[src/rtl/uart_pkg.sv]
// -----------------------------------------------------------------------------
// uart_pkg
// Shared definitions for the configurable UART transmitter:
//   - tx_state_e     : transmitter FSM state encoding
//   - DLEN_5..DLEN_8 : i_dlen encodings for 5..8 data bits
//   - FRAME_BITS_MAX : longest frame (start + 8 data + parity + 2 stop)
// -----------------------------------------------------------------------------
package uart_pkg;

  typedef enum logic [2:0] {
    ST_IDLE   = 3'd0,
    ST_START  = 3'd1,
    ST_DATA   = 3'd2,
    ST_PARITY = 3'd3,
    ST_STOP   = 3'd4
  } tx_state_e;

  localparam logic [1:0] DLEN_5 = 2'd0;
  localparam logic [1:0] DLEN_6 = 2'd1;
  localparam logic [1:0] DLEN_7 = 2'd2;
  localparam logic [1:0] DLEN_8 = 2'd3;

  localparam int FRAME_BITS_MAX = 1 + 8 + 1 + 2;

endpackage

[src/rtl/uart_tx_fifo.sv]
// -----------------------------------------------------------------------------
// uart_tx_fifo
// Synchronous show-ahead FIFO feeding the transmitter FSM (rdata is the head
// entry whenever empty is low).
// Ports:
//   i_clk, i_rst   clock, synchronous active-high reset
//   flush          synchronous clear of all entries
//   push, wdata    write request and data (ignored when full)
//   pop            consume head entry (ignored when empty)
//   rdata          head entry
//   full, empty    occupancy flags
// -----------------------------------------------------------------------------
module uart_tx_fifo #(
  parameter int WIDTH = 8,
  parameter int DEPTH = 8
) (
  input  logic             i_clk,
  input  logic             i_rst,
  input  logic             flush,
  input  logic             push,
  input  logic [WIDTH-1:0] wdata,
  input  logic             pop,
  output logic [WIDTH-1:0] rdata,
  output logic             full,
  output logic             empty
);

  localparam int AW = $clog2(DEPTH);

  logic [WIDTH-1:0] mem [DEPTH];
  logic [AW:0]      wptr_q;
  logic [AW:0]      rptr_q;

  // Pointers carry one extra wrap bit so full and empty are distinguishable.
  assign empty = (wptr_q == rptr_q);
  assign full  = (wptr_q[AW] != rptr_q[AW]) && (wptr_q[AW-1:0] == rptr_q[AW-1:0]);
  assign rdata = mem[rptr_q[AW-1:0]];

  always_ff @(posedge i_clk) begin
    // NOTE: sequential state uses non-blocking (<=) so every flop samples the
    // pre-edge values regardless of statement order.
    if (i_rst || flush) begin
      wptr_q <= '0;
      rptr_q <= '0;
    end else begin
      if (push && !full)  wptr_q <= wptr_q + (AW+1)'(1);
      if (pop  && !empty) rptr_q <= rptr_q + (AW+1)'(1);
    end
  end

  // NOTE: storage is deliberately not reset; the pointers define which
  // entries are valid, and an unreset array maps onto plain RAM.
  always_ff @(posedge i_clk) begin
    if (push && !full) mem[wptr_q[AW-1:0]] <= wdata;
  end

endmodule

[src/rtl/uart_tx_cfg.sv]
// -----------------------------------------------------------------------------
// uart_tx_cfg
// Runtime-configurable UART transmitter. A single i_clk domain; a down-counting
// baud counter produces one tick per bit period (i_div+1 cycles). Frames are
// start, 5..8 data bits LSB first, optional parity, 1 or 2 stop bits.
// Build option: define UART_TX_FIFO_EN to place a FIFO_DEPTH-entry FIFO in
// front of the FSM (o_ready = not full, i_en low flushes it).
// Ports:
//   i_clk, i_rst     clock, synchronous active-high reset
//   i_en             enable; low aborts the frame and idles the line
//   i_div            bit period minus one, in i_clk cycles
//   i_dlen           data bits (DLEN_5..DLEN_8)
//   i_par_en         parity enable
//   i_par_odd        odd (1) / even (0) parity
//   i_stop2          two stop bits when high
//   i_valid, i_data  byte offer
//   o_ready          byte accepted this cycle if i_valid & i_en
//   o_busy           frame in progress (or FIFO holding data)
//   o_done           one-cycle pulse after the last stop bit
//   o_tx             serial line, idle high
// -----------------------------------------------------------------------------
module uart_tx_cfg
  import uart_pkg::*;
#(
  parameter int DIV_W      = 16,
  parameter int DATA_MAX   = 8,
  parameter int FIFO_DEPTH = 8
) (
  input  logic                i_clk,
  input  logic                i_rst,
  input  logic                i_en,
  input  logic [DIV_W-1:0]    i_div,
  input  logic [1:0]          i_dlen,
  input  logic                i_par_en,
  input  logic                i_par_odd,
  input  logic                i_stop2,
  input  logic                i_valid,
  input  logic [DATA_MAX-1:0] i_data,
  output logic                o_ready,
  output logic                o_busy,
  output logic                o_done,
  output logic                o_tx
);

  localparam int BIT_W = $clog2(FRAME_BITS_MAX);

  if (FIFO_DEPTH < 2 || (FIFO_DEPTH & (FIFO_DEPTH - 1)) != 0) begin : g_bad_depth
    $error("uart_tx_cfg: FIFO_DEPTH must be a power of two >= 2");
  end

  tx_state_e           state_q, state_d;
  logic [DIV_W-1:0]    cnt_q, div_q;
  logic [1:0]          dlen_q;
  logic                par_en_q, par_odd_q, stop2_q;
  logic [DATA_MAX-1:0] shreg_q;
  logic [BIT_W-1:0]    bitcnt_q;
  logic [BIT_W-1:0]    last_data;
  logic                par_acc_q;
  logic                done_q;
  logic                load;
  logic                tick;
  logic                fsm_busy;
  logic [DATA_MAX-1:0] load_data;

  assign tick     = (cnt_q == '0);
  assign fsm_busy = (state_q != ST_IDLE);

`ifdef UART_TX_FIFO_EN
  logic fifo_push, fifo_full, fifo_empty;

  assign o_ready   = ~fifo_full & ~i_rst;
  assign fifo_push = i_valid & o_ready & i_en;
  assign load      = ~fsm_busy & ~fifo_empty & i_en;
  assign o_busy    = fsm_busy | ~fifo_empty;

  uart_tx_fifo #(
    .WIDTH (DATA_MAX),
    .DEPTH (FIFO_DEPTH)
  ) u_fifo (
    .i_clk (i_clk),
    .i_rst (i_rst),
    .flush (~i_en),
    .push  (fifo_push),
    .wdata (i_data),
    .pop   (load),
    .rdata (load_data),
    .full  (fifo_full),
    .empty (fifo_empty)
  );
`else
  // o_ready depends only on state, i_en and i_rst, never on i_valid.
  assign o_ready   = ~fsm_busy & i_en & ~i_rst;
  assign load      = i_valid & o_ready;
  assign load_data = i_data;
  assign o_busy    = fsm_busy;
`endif

  // Index of the final data bit for the latched length.
  always_comb begin
    // NOTE: default assigned first so every path drives the signal and no
    // latch is inferred.
    last_data = BIT_W'(4);
    case (dlen_q)
      DLEN_5: last_data = BIT_W'(4);
      DLEN_6: last_data = BIT_W'(5);
      DLEN_7: last_data = BIT_W'(6);
      DLEN_8: last_data = BIT_W'(7);
    endcase
  end

  always_comb begin
    state_d = state_q;
    case (state_q)
      ST_IDLE:   if (load) state_d = ST_START;
      ST_START:  if (tick) state_d = ST_DATA;
      ST_DATA:   if (tick && bitcnt_q == last_data)
                   state_d = par_en_q ? ST_PARITY : ST_STOP;
      ST_PARITY: if (tick) state_d = ST_STOP;
      // bitcnt counts completed stop bits: exit after 1 (stop2=0) or 2.
      ST_STOP:   if (tick && bitcnt_q == BIT_W'(stop2_q)) state_d = ST_IDLE;
      default:   state_d = ST_IDLE;
    endcase
  end

  always_comb begin
    o_tx = 1'b1;
    case (state_q)
      ST_START:  o_tx = 1'b0;
      ST_DATA:   o_tx = shreg_q[0];
      ST_PARITY: o_tx = par_acc_q ^ par_odd_q;
      default:   o_tx = 1'b1;
    endcase
  end

  assign o_done = done_q;

  always_ff @(posedge i_clk) begin
    if (i_rst) begin
      state_q   <= ST_IDLE;
      cnt_q     <= '0;
      div_q     <= '0;
      dlen_q    <= DLEN_5;
      par_en_q  <= 1'b0;
      par_odd_q <= 1'b0;
      stop2_q   <= 1'b0;
      shreg_q   <= '0;
      bitcnt_q  <= '0;
      par_acc_q <= 1'b0;
      done_q    <= 1'b0;
    end else if (!i_en) begin
      // Abort: drop the partial frame; it is never resumed.
      state_q  <= ST_IDLE;
      cnt_q    <= '0;
      bitcnt_q <= '0;
      done_q   <= 1'b0;
    end else begin
      state_q <= state_d;
      done_q  <= (state_q == ST_STOP) && (state_d == ST_IDLE);
      if (load) begin
        // Configuration is frozen here for the whole frame.
        cnt_q     <= i_div;
        div_q     <= i_div;
        dlen_q    <= i_dlen;
        par_en_q  <= i_par_en;
        par_odd_q <= i_par_odd;
        stop2_q   <= i_stop2;
        shreg_q   <= load_data;
        bitcnt_q  <= '0;
        par_acc_q <= 1'b0;
      end else if (fsm_busy) begin
        if (!tick) begin
          cnt_q <= cnt_q - DIV_W'(1);
        end else begin
          cnt_q <= div_q;
          case (state_q)
            ST_DATA: begin
              shreg_q   <= shreg_q >> 1;
              par_acc_q <= par_acc_q ^ shreg_q[0];
              bitcnt_q  <= (state_d == ST_DATA) ? bitcnt_q + BIT_W'(1) : '0;
            end
            ST_STOP: bitcnt_q <= bitcnt_q + BIT_W'(1);
            default: ;
          endcase
        end
      end
    end
  end

endmodule

[config.mk]
export PLATFORM = sky130hd
export DESIGN_NAME = uart_tx_cfg
export DESIGN_NICKNAME = d
export VERILOG_FILES = /design/src/rtl/uart_pkg.sv /design/src/rtl/uart_tx_fifo.sv /design/src/rtl/uart_tx_cfg.sv
export SDC_FILE = /design/constraint.sdc
export NUM_CORES = 1
export LEC_CHECK = 0
export ABC_AREA = 1
export BUFFER_PORTS_ARGS = -buffer_cell sky130_fd_sc_hd__buf_2
export CAP_MARGIN = 30
export CORE_MARGIN = 2
export CORE_UTILIZATION = 64
export CTS_BUF_LIST = sky130_fd_sc_hd__clkbuf_4
export CTS_CLUSTER_DIAMETER = 60
export DETAILED_ROUTE_END_ITERATION = 12
export HOLD_SLACK_MARGIN = 0.1
export PLACE_DENSITY = 0.87
export SLEW_MARGIN = 15
export SYNTH_ARGS = -nofsm -noshare
export SYNTH_HDL_FRONTEND = slang
export SYNTH_HIERARCHICAL = 1
export SYNTH_SLANG_ARGS = --single-unit
[constraint.sdc]
create_clock -name i_clk -period 3.07 [get_ports i_clk]
set_clock_uncertainty 0.15 [all_clocks]
set_input_delay 0.1535 -clock i_clk [delete_from_list [all_inputs] [get_ports i_clk]]
set_output_delay 0.1535 -clock i_clk [all_outputs]
set_load 0.1 [all_outputs]
# Word-level counts from Yosys, hierarchy flattened
# Cells that the tools add are included.
word_totals:
  reg_bits: 54
  in_bits: 33
  output_inout_bits: 4
  word_cells: 70
op_classes:
  n_addsub: 2
  n_eq_ne: 10
  mux: 22
  n_bitwise: 8
  n_reduce_logical: 17
ops:
  columns: ["op", "n"]
  rows:
  - ["$mux 16", 3]
  - ["$mux 8", 4]
  - ["$mux 3", 6]
  - ["$logic_not 16->1", 1]
  - ["$pmux 4 s4", 1]
  - ["$sub 16x1->16 const B", 1]
  - ["$pmux 3 s5", 1]
  - ["$eq 3x2->1 const B", 3]
  - ["$pmux 4 s2", 1]
  - ["$reduce_bool 2->1", 4]
  - ["$logic_not 3->1", 2]
  - ["$add 4x1->4 const B", 1]
  - ["$eq 2x2->1 const B", 2]
  - ["$eq 4x1->1", 1]
  - ["$eq 4x4->1", 1]
  - ["$mux 1", 4]
  - ["$mux 4", 1]
  - ["$reduce_and 4->1", 1]
  - ["$and 1x1->1", 3]
  - ["$eq 3x1->1 const B", 1]
  - ["$eq 3x3->1 const B", 1]
  - ["$logic_and 1x1->1", 3]
  - ["$not 1->1", 3]
  - ["$pmux 1 s3", 1]
  - ["other kinds (8)", 9]

# Logic depth before layout (Yosys ltp)
logic_depth:
  ltp_word: 10
  ltp_mapped: 13
  ltp_nobuf: 13

# Worst setup path before layout
# OpenSTA, ideal clock, no wires.
synth_path:
  kind: "register to register"
  start: "register state_q[1]"
  end: "register cnt_q[0]"
  setup_time_ns: 0.113
  arrival_ns: 2.239
  required_ns: 2.807
  setup_slack_ns: 0.568
  stages_incl_launch_ff: 12
  path_buffers: 1
  synth_period_minus_slack_ns: 2.502
  path_cell_list: "dfxtp_1 > nor2_2 > nand2_2 > nor2_4 > nand2_4 > inv_2 > nor2_2 > inv_2 > buf_6 > o21ai_0 > o21ai_1 > inv_1"
synth_via:
  elab_chain_cells: 6
  elab_cells_between_ends: 7
  cone_classes: "mux (1); bitwise (4); reduce/logical (2)"
synth_rtl:
  columns: ["element", "line", "source"]
  rows:
  - ["start, declared", "uart_tx_cfg.sv:51", "tx_state_e state_q, state_d;"]
  - ["start signal, assigned", "uart_tx_cfg.sv:157", "state_q <= state_d;"]
  - ["$reduce_bool 3->1 (*)", "uart_tx_cfg.sv:66", "assign fsm_busy = (state_q != ST_IDLE);"]
  - ["net o_busy", "uart_tx_cfg.sv:40", "output logic o_busy,"]
  - ["$not 1->1 (*)", "uart_tx_cfg.sv:92", "assign o_ready = ~fsm_busy & i_en & ~i_rst;"]
  - ["$and 1x1->1 (*) (2 in a row)", "uart_tx_cfg.sv:92", null]
  - ["net o_ready", "uart_tx_cfg.sv:39", "output logic o_ready,"]
  - ["$and 1x1->1 (*)", "uart_tx_cfg.sv:93", "assign load = i_valid & o_ready;"]
  - ["$mux 16 / $reduce_bool 2->1 (equally long branches)", null, null]
  - ["end signal, assigned", "uart_tx_cfg.sv:161", "cnt_q <= i_div;"]
  - ["end signal, assigned", "uart_tx_cfg.sv:172", "cnt_q <= cnt_q - DIV_W'(1);"]
  - ["end signal, assigned", "uart_tx_cfg.sv:174", "cnt_q <= div_q;"]
  - ["end, declared", "uart_tx_cfg.sv:52", "logic [DIV_W-1:0] cnt_q, div_q;"]
# The timed path passes the listed nets; every way through them passes the cells marked *.
# A chain may end at the register's enable or synchronous reset.

# Worst setup path after layout
layout_path:
  start: "input port i_rst"
  end: "register div_q[0]"
layout_via:
  elab_chain_cells: 4
layout_rtl:
  columns: ["element", "line", "source"]
  rows:
  - ["start, declared", "uart_tx_cfg.sv:30", "input logic i_rst,"]
  - ["$not 1->1", "uart_tx_cfg.sv:92", null]
  - ["$and 1x1->1", "uart_tx_cfg.sv:92", null]
  - ["$and 1x1->1", "uart_tx_cfg.sv:93", null]
  - ["$reduce_and 2->1 (no line)", null, null]
  - ["end signal, assigned", "uart_tx_cfg.sv:162", "div_q <= i_div;"]
  - ["end, declared", "uart_tx_cfg.sv:52", null]
# Several ways; a longest one is shown, not always the timed one.

==> results.py <==
metrics = {
    "status": {
        "outcome": "completed",
    },
    "route": {
        "wl_per_cell_um": 16.6,
        "via_per_inst": 6.05,
        "ant_nets": 0,
        "wl_um": 8760,
        "vias": 3202,
        "drcViolationCount": 0,
        "dr.first_iter.drc_count": 433,
        "dr.pass1.iters": 8,
    },
    "setup_path": {
        "reg2reg_depth": 13,
        "r2r-start": "cnt_q[0]",
        "reg2reg_slack_ps": 200,
        "crit_path_max_fanout": 37,
        "worstReg2RegEnd": "shreg_q[0]",
        "worstPathRequired_ps": 3280,
        "setup.worst_path.end_class": "register",
        "critPathArrivalTime_ps": 3210,
        "path_buf_inv": 6,
        "critPathKind": "primary input to register",
        "crit_cells": 11,
        "slowest_stage": "dlygate4sd3_1",
        "critical_path.max_stage_delay_ps": 590,
        "cp_top_family": "buffers and inverters",
        "path_cells": "dlygate4sd3_1 -> clkbuf_4 -> clkinvlp_4 -> nand2_1 -> nor2_4 -> nand2_8 -> inv_2 -> buf_6 -> nand2_1 -> a21oi_1 -> dlygate4sd3_1",
        "start_kind": "primary input",
    },
    "die": {
        "start_util": 0.678,
        "dieWidth_um": 69.8,
        "chipHeight_um": 69.8,
        "dieArea_um2": 4870,
        "coreArea_um2": 4090,
        "io_pins": 37,
        "placementRows": 23,
    },
    "min_path": {
        "worstHoldPathType": "register to register",
        "min_delay_path_depth": 2,
        "worstHoldStart": "dlen_q[0]",
        "min_to": "dlen_q[0]",
    },
    "job": {
        "cap_violations": 0,
    },
    "power": {
        "power.density_nw_per_um2": 434,
        "pwr-share-comb": 0.261,
        "p_clk_frac": 0.264,
        "static-leakage-power_nw": 1.62,
        "netSwitchingPower_w": 0.000516,
        "p_int_w": 0.00104,
        "seqPwrFrac": 0.476,
        "vdd_drop_max_mv": 0.337,
        "switching_share": 0.331,
    },
    "timing": {
        "hold_violations": 0,
        "final.setup.tns_ps": 0,
        "fin_crit_sh": 0.978,
        "rsz0062_at_grt": "no",
        "drv_slew": 0,
        "fin_crit_ps": 3000,
        "relSlewSlack": 0.663,
        "fmax_mhz": 333,
        "setup_viol": 0,
        "worst_slew_pin_slew_ps": 506,
    },
    "clocking": {
        "htreeDepth": 2,
        "cts.sinks": 54,
        "clkTransAtPathRegs_ps": 170,
        "clock_latency_ps": 400,
        "cts_tree": "done",
        "cts_buffers": 5,
        "cts_root_buffer": "clkbuf_4",
        "clockBufferDepth": 2,
    },
    "global_routing": {
        "grt_util_all_layers": 0.355,
        "busiest_layer": "met2",
        "gr-usage-met2": 0.583,
        "antenna_found_initial": 0,
        "use_met3": 0.0610,
        "overflow": 0,
        "grt_pass1_wl_um": 13900,
        "global_route.usage.met1": 0.441,
        "grt_max_degree": 38,
        "grt_pass1_vias": 2999,
    },
    "place": {
        "portBuffers": 36,
        "dp_hpwl_um": 4150,
        "place_congestion": 0.845,
        "placed_area_um2": 2920,
    },
    "finish": {
        "area_growth_pct": 29.7,
        "antenna_cells": 0,
        "fin_nets": 514,
        "n_fill_cell": 204,
        "fin_area_um2": 3590,
        "drive_above_1_share": 0.159,
    },
    "synth": {
        "synth-edff-count": 0,
        "synth-async-reset-ratio": 0,
        "synth_nets": 426,
        "avgSynthCellArea_um2": 7.08,
        "synthCells": 391,
        "seq_area_frac_synth": 0.390,
        "synthDistinctLibCells": 33,
        "ys.flop_type": "dfxtp_1",
        "synth-seq-cells": 54,
        "netlist_area_um2": 2770,
        "synth_warnings": 6,
    },
}
[power by group through the flow]
stage	logic, W	clock network [W]	registers [W]
final	0.000407	0.000411	0.000741
after global routing	0.000436	0.000423	0.000743
after CTS	0.000362	0.000401	0.000738
after detailed placement	0.000316	0	0.000753
after global placement	0.000309	0	0.000752
after floorplan	0.000254	0	0.000749
[Yosys cell counts, types with 4 or more instances]
library cell,n,share of area
dfxtp_1,54,0.39
nand3_1,13,0.023
nor2_2,8,0.018
a31oi_1,19,0.043
nor2_1,24,0.033
nor3_1,4,0.0072
a21oi_1,30,0.054
nand2_2,7,0.016
inv_1,26,0.035
o21ai_0,31,0.056
o21ai_1,5,0.0090
xor2_1,8,0.025
clkbuf_1,5,0.0068
xnor2_1,6,0.019
nand2_1,116,0.16
nor2_4,4,0.016
[routing by layer]
metal  vias to the layer above  share of wire
met4                         0          0.049
met2                       254           0.46
met5                         -              0
li1                       1453              -
met3                        56           0.10
met1                      1439           0.38
[through the flow]
stage	power (W)	util	hold WS (ps)	worst slack [ps]	cells
floorplan	0.00100	-	146	568	391
CTS	0.00150	0.867	176	88.9	525
global placement	0.00106	0.713	265	671	463
finish	0.00156	0.879	341	66.7	529
detailed placement	0.00107	0.713	269	548	463
global route	0.00160	0.879	372	1.83	529
[worst min-delay path: stages (launching register included)]
cell and delay, ps:
dfxtp_1 340, inv_1 70, a21oi_1 60
[sequential cells by signal, summed over array words and instances, names as in the netlist, 2 cells and up]
name,cells
bitcnt_q,4
div_q,16
state_q,3
shreg_q,8
dlen_q,2
cnt_q,16
[layout by cell type (no fill, tap or decap), drive strengths merged]
cell / instances
clkinv: 3
nor3b: 1
o21ai: 37
a21oi: 30
xnor2: 6
xor2: 8
nand3: 13
bufinv: 1
a31oi: 19
nand2: 126
buf: 39
inv: 28
clkbuf: 6
o221ai: 1
ha: 2
dfxtp: 54
dlygate4sd3: 56
o21a: 2
nand3b: 1
clkinvlp: 1
nand4: 2
nor3: 4
o211ai: 2
o22ai: 1
nor2: 36
[logic make-up after synthesis]
group | count (synthesis) | synth area share
xor+xnor | 14 | 0.0443
flops | 54 | 0.390
simple gates | 183 | 0.293
fa+ha+maj | 2 | 0.00903
buf+inv | 46 | 0.0822
compound gates | 92 | 0.182
[cell type report]
cell class	count	area, µm²	area share
Tap cell	50	62.6	0.0174
Multi-Input combinational cell	291	1470	0.409
Clock buffer	5	37.5	0.0104
Timing Repair Buffer	96	777	0.216
Sequential cell	54	1080	0.301
Inverter	31	126	0.0352
Clock inverter	2	38.8	0.0108
[worst max path at each step]
stage          startpoint  slack, ps    endpoint
2_1_floorplan  state_q[1]        570    cnt_q[0]
3_3_place_gp        i_rst        670    cnt_q[0]
3_5_place_dp        i_rst        550    cnt_q[0]
4_1_cts             i_rst         90  shreg_q[2]
5_1_grt             i_rst          2    div_q[0]
6_report            i_rst         70    div_q[0]
[what timing repair did]
action                                  in CTS  in global routing
gates resized for setup                      0                  4
hold buffers                                55                  1
endpoints found under the hold margin       48                  2
buffers inserted                             0                  3
endpoints found under the setup margin       0                 24
Note: power is estimated with default switching activity, not from simulation.
